===== src/rtl/data_cache_if.sv =====
// CPU request/completion and backing-memory channels of the direct-mapped data cache.
// master = CPU/memory side, slave = cache side.
interface data_cache_if;
   logic         is_input_valid;
   logic [31:0]  addr;
   logic         mem_read;
   logic         mem_write;
   logic [31:0]  din;
   logic         is_ready;
   logic         is_output_valid;
   logic [31:0]  dout;
   logic         is_hit;
   logic         mem_req_valid;
   logic         mem_req_write;
   logic [31:0]  mem_req_addr;
   logic [127:0] mem_req_line;
   logic         mem_req_ready;
   logic         mem_resp_valid;
   logic [127:0] mem_resp_line;

   modport master (
      output is_input_valid, addr, mem_read, mem_write, din,
      output mem_req_ready, mem_resp_valid, mem_resp_line,
      input  is_ready, is_output_valid, dout, is_hit,
      input  mem_req_valid, mem_req_write, mem_req_addr, mem_req_line
   );

   modport slave (
      input  is_input_valid, addr, mem_read, mem_write, din,
      input  mem_req_ready, mem_resp_valid, mem_resp_line,
      output is_ready, is_output_valid, dout, is_hit,
      output mem_req_valid, mem_req_write, mem_req_addr, mem_req_line
   );
endinterface


===== src/rtl/data_cache.sv =====
// Direct-mapped write-back data cache, 16-byte lines, blocking on misses.
// The lookup is evaluated on the incoming address at acceptance so completion outputs are registered.
module data_cache #(
   parameter int NUM_SETS   = 16,
   parameter int LINE_WORDS = 4
) (
   input logic         clk,
   input logic         reset,
   data_cache_if.slave bus
);
   localparam int IDX_W  = $clog2(NUM_SETS);
   localparam int TAG_W  = 28 - IDX_W;
   localparam int LINE_W = 32 * LINE_WORDS;

   typedef enum logic [1:0] {IDLE, COMPARE, WRITE_BACK, ALLOCATE} state_e;

   typedef struct packed {
      logic             store;
      logic [TAG_W-1:0] tag;
      logic [IDX_W-1:0] idx;
      logic [1:0]       off;
      logic [31:0]      din;
   } req_t;

   state_e              state_q, state_d;
   req_t                req_q, req_d;
   logic                hit_q, hit_d;
   logic                wait_q, wait_d;
   logic                out_valid_q, out_valid_d;
   logic                is_hit_q, is_hit_d;
   logic [31:0]         dout_q, dout_d;
   logic                mreq_valid_q, mreq_valid_d;
   logic                mreq_write_q, mreq_write_d;
   logic [31:0]         mreq_addr_q, mreq_addr_d;
   logic [LINE_W-1:0]   mreq_line_q, mreq_line_d;
   logic [NUM_SETS-1:0] valid_q, valid_d;
   logic [NUM_SETS-1:0] dirty_q, dirty_d;
   logic [TAG_W-1:0]    tag_q  [NUM_SETS];
   logic [TAG_W-1:0]    tag_d  [NUM_SETS];
   logic [LINE_W-1:0]   data_q [NUM_SETS];
   logic [LINE_W-1:0]   data_d [NUM_SETS];
   logic [31:0]         hit_count, hit_count_d;
   logic [31:0]         miss_count, miss_count_d;

   logic [IDX_W-1:0] a_idx;
   logic [TAG_W-1:0] a_tag;
   logic [1:0]       a_off;
   logic             a_hit;
   logic             accept;
   logic [31:0]      a_word;
   logic [31:0]      fill_word;
   logic             unused_addr;

   assign a_idx       = bus.addr[IDX_W+3:4];
   assign a_tag       = bus.addr[31:IDX_W+4];
   assign a_off       = bus.addr[3:2];
   assign a_hit       = valid_q[a_idx] && (tag_q[a_idx] == a_tag);
   assign a_word      = data_q[a_idx][32*a_off +: 32];
   assign fill_word   = bus.mem_resp_line[32*req_q.off +: 32];
   assign accept      = (state_q == IDLE) && bus.is_input_valid && (bus.mem_read || bus.mem_write);
   assign unused_addr = ^bus.addr[1:0];

   assign bus.is_ready        = (state_q == IDLE);
   assign bus.is_output_valid = out_valid_q;
   assign bus.is_hit          = is_hit_q;
   assign bus.dout            = dout_q;
   assign bus.mem_req_valid   = mreq_valid_q;
   assign bus.mem_req_write   = mreq_write_q;
   assign bus.mem_req_addr    = mreq_addr_q;
   assign bus.mem_req_line    = mreq_line_q;

   always_comb begin
      state_d      = state_q;
      req_d        = req_q;
      hit_d        = hit_q;
      wait_d       = wait_q;
      out_valid_d  = 1'b0;
      is_hit_d     = 1'b0;
      dout_d       = dout_q;
      mreq_valid_d = mreq_valid_q;
      mreq_write_d = mreq_write_q;
      mreq_addr_d  = mreq_addr_q;
      mreq_line_d  = mreq_line_q;
      valid_d      = valid_q;
      dirty_d      = dirty_q;
      tag_d        = tag_q;
      data_d       = data_q;
      hit_count_d  = hit_count;
      miss_count_d = miss_count;
      case (state_q)
         IDLE: begin
            if (accept) begin
               // read+write together is a store
               req_d = '{store: bus.mem_write, tag: a_tag, idx: a_idx, off: a_off, din: bus.din};
               hit_d   = a_hit;
               state_d = COMPARE;
               if (a_hit) begin
                  out_valid_d = 1'b1;
                  is_hit_d    = 1'b1;
                  dout_d      = bus.mem_write ? bus.din : a_word;
                  hit_count_d = hit_count + 32'd1;
               end else begin
                  miss_count_d = miss_count + 32'd1;
               end
            end
         end
         COMPARE: begin
            if (hit_q) begin
               state_d = IDLE;
               if (req_q.store) begin
                  data_d[req_q.idx][32*req_q.off +: 32] = req_q.din;
                  dirty_d[req_q.idx] = 1'b1;
               end
            end else begin
               mreq_valid_d = 1'b1;
               wait_d       = 1'b0;
               if (valid_q[req_q.idx] && dirty_q[req_q.idx]) begin
                  state_d      = WRITE_BACK;
                  mreq_write_d = 1'b1;
                  mreq_addr_d  = {tag_q[req_q.idx], req_q.idx, 4'b0};
                  mreq_line_d  = data_q[req_q.idx];
               end else begin
                  state_d      = ALLOCATE;
                  mreq_write_d = 1'b0;
                  mreq_addr_d  = {req_q.tag, req_q.idx, 4'b0};
               end
            end
         end
         WRITE_BACK: begin
            if (mreq_valid_q) begin
               if (bus.mem_req_ready) begin
                  mreq_valid_d = 1'b0;
                  wait_d       = 1'b1;
               end
            end else if (wait_q && bus.mem_resp_valid) begin
               dirty_d[req_q.idx] = 1'b0;
               wait_d       = 1'b0;
               state_d      = ALLOCATE;
               mreq_valid_d = 1'b1;
               mreq_write_d = 1'b0;
               mreq_addr_d  = {req_q.tag, req_q.idx, 4'b0};
            end
         end
         ALLOCATE: begin
            if (mreq_valid_q) begin
               if (bus.mem_req_ready) begin
                  mreq_valid_d = 1'b0;
                  wait_d       = 1'b1;
               end
            end else if (wait_q && bus.mem_resp_valid) begin
               // the retried lookup is known to hit, so its completion is produced here
               valid_d[req_q.idx] = 1'b1;
               dirty_d[req_q.idx] = 1'b0;
               tag_d[req_q.idx]   = req_q.tag;
               data_d[req_q.idx]  = bus.mem_resp_line;
               wait_d      = 1'b0;
               state_d     = COMPARE;
               hit_d       = 1'b1;
               out_valid_d = 1'b1;
               dout_d      = req_q.store ? req_q.din : fill_word;
            end
         end
         default: state_d = IDLE;
      endcase
   end

   always_ff @(posedge clk) begin
      if (reset) begin
         state_q      <= IDLE;
         hit_q        <= 1'b0;
         wait_q       <= 1'b0;
         out_valid_q  <= 1'b0;
         is_hit_q     <= 1'b0;
         dout_q       <= '0;
         mreq_valid_q <= 1'b0;
         mreq_write_q <= 1'b0;
         mreq_addr_q  <= '0;
         mreq_line_q  <= '0;
         valid_q      <= '0;
         dirty_q      <= '0;
         hit_count    <= '0;
         miss_count   <= '0;
      end else begin
         state_q      <= state_d;
         hit_q        <= hit_d;
         wait_q       <= wait_d;
         out_valid_q  <= out_valid_d;
         is_hit_q     <= is_hit_d;
         dout_q       <= dout_d;
         mreq_valid_q <= mreq_valid_d;
         mreq_write_q <= mreq_write_d;
         mreq_addr_q  <= mreq_addr_d;
         mreq_line_q  <= mreq_line_d;
         valid_q      <= valid_d;
         dirty_q      <= dirty_d;
         hit_count    <= hit_count_d;
         miss_count   <= miss_count_d;
      end
      req_q  <= req_d;
      tag_q  <= tag_d;
      data_q <= data_d;
   end
endmodule


===== src/flat_wrapper.sv =====
// flat-port wrapper written by rule: the top's interface ports become plain ports
module data_cache_flat 
#(
   parameter int NUM_SETS   = 16,
   parameter int LINE_WORDS = 4
)
  (clk, reset, bus_is_input_valid, bus_addr, bus_mem_read, bus_mem_write, bus_din, bus_mem_req_ready, bus_mem_resp_valid, bus_mem_resp_line, bus_is_ready, bus_is_output_valid, bus_dout, bus_is_hit, bus_mem_req_valid, bus_mem_req_write, bus_mem_req_addr, bus_mem_req_line);
  data_cache_if bus_i ();
  input logic clk;
  input logic reset;
  input wire logic [$bits(bus_i.is_input_valid)-1:0] bus_is_input_valid;
  input wire logic [$bits(bus_i.addr)-1:0] bus_addr;
  input wire logic [$bits(bus_i.mem_read)-1:0] bus_mem_read;
  input wire logic [$bits(bus_i.mem_write)-1:0] bus_mem_write;
  input wire logic [$bits(bus_i.din)-1:0] bus_din;
  input wire logic [$bits(bus_i.mem_req_ready)-1:0] bus_mem_req_ready;
  input wire logic [$bits(bus_i.mem_resp_valid)-1:0] bus_mem_resp_valid;
  input wire logic [$bits(bus_i.mem_resp_line)-1:0] bus_mem_resp_line;
  output wire logic [$bits(bus_i.is_ready)-1:0] bus_is_ready;
  output wire logic [$bits(bus_i.is_output_valid)-1:0] bus_is_output_valid;
  output wire logic [$bits(bus_i.dout)-1:0] bus_dout;
  output wire logic [$bits(bus_i.is_hit)-1:0] bus_is_hit;
  output wire logic [$bits(bus_i.mem_req_valid)-1:0] bus_mem_req_valid;
  output wire logic [$bits(bus_i.mem_req_write)-1:0] bus_mem_req_write;
  output wire logic [$bits(bus_i.mem_req_addr)-1:0] bus_mem_req_addr;
  output wire logic [$bits(bus_i.mem_req_line)-1:0] bus_mem_req_line;
  assign bus_i.is_input_valid = bus_is_input_valid;
  assign bus_i.addr = bus_addr;
  assign bus_i.mem_read = bus_mem_read;
  assign bus_i.mem_write = bus_mem_write;
  assign bus_i.din = bus_din;
  assign bus_i.mem_req_ready = bus_mem_req_ready;
  assign bus_i.mem_resp_valid = bus_mem_resp_valid;
  assign bus_i.mem_resp_line = bus_mem_resp_line;
  assign bus_is_ready = bus_i.is_ready;
  assign bus_is_output_valid = bus_i.is_output_valid;
  assign bus_dout = bus_i.dout;
  assign bus_is_hit = bus_i.is_hit;
  assign bus_mem_req_valid = bus_i.mem_req_valid;
  assign bus_mem_req_write = bus_i.mem_req_write;
  assign bus_mem_req_addr = bus_i.mem_req_addr;
  assign bus_mem_req_line = bus_i.mem_req_line;
  data_cache #(.NUM_SETS(NUM_SETS), .LINE_WORDS(LINE_WORDS)) u_core (.clk(clk), .reset(reset), .bus(bus_i));
endmodule

===== config.mk =====
export PLATFORM = sky130hd
export DESIGN_NAME = data_cache_flat
export DESIGN_NICKNAME = d
export VERILOG_FILES = /design/src/rtl/data_cache_if.sv /design/src/rtl/data_cache.sv /design/src/flat_wrapper.sv
export SDC_FILE = /design/constraint.sdc
export NUM_CORES = 2
export LEC_CHECK = 0
export CAP_MARGIN = 15
export CELL_PAD_IN_SITES_DETAIL_PLACEMENT = 1
export CELL_PAD_IN_SITES_GLOBAL_PLACEMENT = 1
export CORE_MARGIN = 5
export CORE_UTILIZATION = 45
export DETAILED_ROUTE_END_ITERATION = 12
export PLACE_DENSITY_LB_ADDON = 0.1
export SLEW_MARGIN = 20
export SYNTH_ARGS = -nofsm -noshare
export SYNTH_HDL_FRONTEND = slang
export SYNTH_SLANG_ARGS = --single-unit
export TNS_END_PERCENT = 50

===== constraint.sdc =====
create_clock -name clk -period 8.8 [get_ports clk]
set_clock_uncertainty 0.1 [all_clocks]
set_input_delay 1.76 -clock clk [delete_from_list [all_inputs] [get_ports clk]]
set_output_delay 1.76 -clock clk [all_outputs]
set_load 0.02 [all_outputs]

==> results.json <==
{
  "critPathCaptureType": "register",
  "die_area_mm2": 0.307,
  "crit_required_ns": 9.49,
  "multi_input_comb_area_mm2": 0.0512,
  "filler_cell_count_in_the_final_layout": 27700,
  "reported_leakage_power_uw": 0.0482,
  "first_global_vias": 92600,
  "die_w_um": 554,
  "grt_pass1_wl_mm": 776,
  "seq_total_area_yosys_pct": 59.6,
  "leading_cell_type_in_the_layout_fill_and_taps_excluded": "edfxtp_1",
  "synthFlopType": "edfxtp_1",
  "place_congestion": 0.904,
  "timing.final.crit_period_ns": 5.62,
  "power.density_cell_area_mw_per_mm2": 208,
  "io_buffer_count": 389,
  "post_synthesis_instance_area_mm2": 0.133,
  "rsz0062_at_grt": "no",
  "cts-root-buf": "clkbuf_16",
  "syn-mean-instance-area_um2": 15.3,
  "floorplan.core_area_mm2": 0.295,
  "drt_drc_violations_left": 0,
  "avgRoutedWirePerCell_um": 43.8,
  "place_hpwl_mm": 369,
  "slew_limit_headroom_pct": 10.4,
  "grt_overall_usage_pct": 36.6,
  "share_of_layout_cells_above_drive_strength_1_pct": 27.3,
  "finalHoldViolCount": 0,
  "top_level_ports": 396,
  "max_cap_viol_count": 0,
  "timing.critical_path.slowest_cell_delay_ns": 1.07,
  "grt_remaining_overflow": 0,
  "final-max-slew-violation-count": 0,
  "grt_max_degree": 122,
  "clk_pin_slew_worst_paths_ns": 0.06,
  "synth_cell_type_count": 68,
  "post_detailed_route_via_to_cell_ratio": 6.92,
  "cts_repair_resize_count": 0,
  "synthesis.yosys.warnings": 0,
  "drt_pre_antenna_iters": 5,
  "post_synthesis_cell_count": 8722,
  "layout.nets": 9143,
  "holdCritPathClass": "register to register",
  "synthArstFlopShare_pct": 0,
  "worstMarginPinSlew_ns": 1.34,
  "antenna_violating_nets_post_route": 0,
  "start_kind": "primary input",
  "post_cts.repair.setup_buffers": 0,
  "timing.final.crit_share_pct": 63.9,
  "layout.cells.most_common_list": "edfxtp_1 (2495), nor2_1 (2185), mux4_2 (1402)",
  "via_count": 90800,
  "dpl_cell_area_mm2": 0.143,
  "postCtsHoldBufs": 0,
  "initial_utilization_pct": 45.3,
  "setup_violations": 0,
  "outcome": "completed",
  "cts-htree-levels": 5,
  "critPathMaxFanout": 75,
  "setup.worst_path.class": "primary input to register",
  "tritoncts": "yes",
  "cts_max_path_buffers": 4,
  "arrival_ns": 6.31,
  "ys_seq_elements": 2723,
  "finalWirelength_mm": 574,
  "fp.dieH_um": 554,
  "cp.buffers_inverters": 2,
  "syn_to_final_growth_pct": 14.3,
  "fin_setup_tns_ns": 0,
  "num_rows": 199,
  "critical_path.most_common_cell": "mux4_2",
  "seqCellArea_mm2": 0.0795,
  "critical_path.cell_chain": "buf_8 -> buf_4 -> mux4_2 -> mux4_2 -> and2_1 -> a211oi_1 -> a2111oi_0 -> a221oi_1 -> o21ai_0 -> o311a_1",
  "vdd_drop_max_uv": 161,
  "clk_latency_ns": 0.92,
  "cpMaxStageDelayCell": "a211oi_1",
  "drt-initial-drc-count": 13200,
  "antenna_found_initial": 36,
  "critPathTopFamily": "compound AO/OA/AOI/OAI gates",
  "power.total_uw": 31800,
  "synth_enable_flop_cells": 2495,
  "tritoncts_num_sinks": 2723,
  "cts_made_buffers": 308,
  "achievable-frequency_mhz": 178,
  "final_design_area_no_fill_mm2": 0.152
}
[metrics by stage]
stage | util, % | hold WS, ns | cells | setup slack (ns)
2_1_floorplan | - | 0.358 | 8725 | 4.09
3_3_place_gp | 48.4 | 0.347 | 12500 | 2.56
3_5_place_dp | 48.4 | 0.347 | 12500 | 2.57
4_1_cts | 51.7 | 0.355 | 13100 | 3.50
5_1_grt | 51.7 | 0.370 | 13100 | 3.21
6_report | 51.8 | 0.353 | 13100 | 3.18
[kinds of logic after synthesis]
logic type | after synthesis | synth area share, %
AND/OR/NAND/NOR | 2688 | 7.79
buffers and inverters | 885 | 2.76
flip-flops | 2723 | 59.6
adder cells (fa/ha/maj) | 10 | 0.0938
AO/OA/AOI/OAI | 714 | 3.74
multiplexers | 1673 | 25.8
other | 1 | 0.00281
XOR/XNOR | 28 | 0.184
[report_power, final]
part | total (uW) | internal, uW | switching [uW]
Sequential | 14400 | 14200 | 194
Clock | 12800 | 7360 | 5480
Combinational | 4510 | 1530 | 2980
[layout make-up]
cell class | instances | area share [%]
flip-flops and latches | 2723 | 52.1
multi-input cells | 5117 | 33.6
clock buffers | 423 | 5.62
repair buffers | 774 | 4.65
well taps | 3919 | 3.22
clock inverters | 120 | 0.739
diodes | 27 | 0.0443
inverters | 10 | 0.0295
[Yosys cell counts (5+ instances only)]
cell type,number,area (um^2)
a211oi_1,33,248
o211ai_1,7,52.6
inv_1,9,33.8
mux2_2,149,1680
o311a_1,32,320
nand2_1,306,1150
clkbuf_1,637,2390
a21oi_1,170,851
buf_2,94,470
mux4_2,1402,31600
nor2_1,2270,8520
nand3_1,20,100
dfxtp_1,228,4560
buf_4,35,263
and2_1,8,50.1
edfxtp_1,2495,74900
nor2b_1,14,87.6
o21a_1,17,128
nor3_1,5,25.0
buf_6,14,158
mux2i_1,122,1220
o22ai_1,62,388
a41o_1,26,260
nand2b_1,36,225
a221oi_1,7,61.3
a22o_1,27,236
buf_1,95,357
xnor2_1,17,149
o21ai_0,51,255
a2111oi_0,5,43.8
xor2_1,11,96.3
ha_1,10,125
o2111ai_1,28,245
a22oi_1,222,1670
[worst paths after layout]
check                               from                     endpoint  slack, ns  cells past startpoint
min reg2reg  u_core.bus.mem_req_line[54]  u_core.bus.mem_req_line[54]       0.35                      2
max reg2reg             u_core.req_q[35]  u_core.bus.mem_req_line[17]       3.31                      8
max                          bus_addr[5]           u_core.bus.dout[0]       3.18                     10
min          u_core.bus.mem_req_line[54]  u_core.bus.mem_req_line[54]       0.35                      2
[metal layers]
metal / GRT usage (%) / vias to the layer above / part of all wire [%]
li1: - / 34500 / -
met1: 46.0 / 48800 / 36
met2: 57.5 / 6029 / 46
met3: 8.53 / 1371 / 10
met4: 23.2 / 30 / 7.9
met5: 0 / - / 0.12
[worst reg2reg max path, stage by stage, from the launching register on]
cell and delay, ns:
edfxtp_1 0.38, buf_4 0.62, buf_12 0.76, buf_4 0.86, buf_4 0.87, mux4_2 0.52, mux4_2 0.68, nand2_1 0.40
a21oi_1 0.12
[sequential cells by signal, indices dropped and copies added, names as in the netlist, named ones only]
| register | count |
|---|---|
| u_core.req_q | 63 |
| u_core.bus.is_hit | 1 |
| u_core.bus.is_output_valid | 1 |
| u_core.bus.mem_req_line | 128 |
| u_core.bus.mem_req_valid | 1 |
| u_core.hit_q | 1 |
| u_core.valid_q | 16 |
| u_core.bus.mem_req_addr | 28 |
| u_core.bus.dout | 32 |
| u_core.tag_q | 384 |
| u_core.bus.mem_req_write | 1 |
| u_core.wait_q | 1 |
| u_core.data_q | 2048 |
| u_core.state_q | 2 |
No activity file was read; power rests on OpenSTA's default activity.
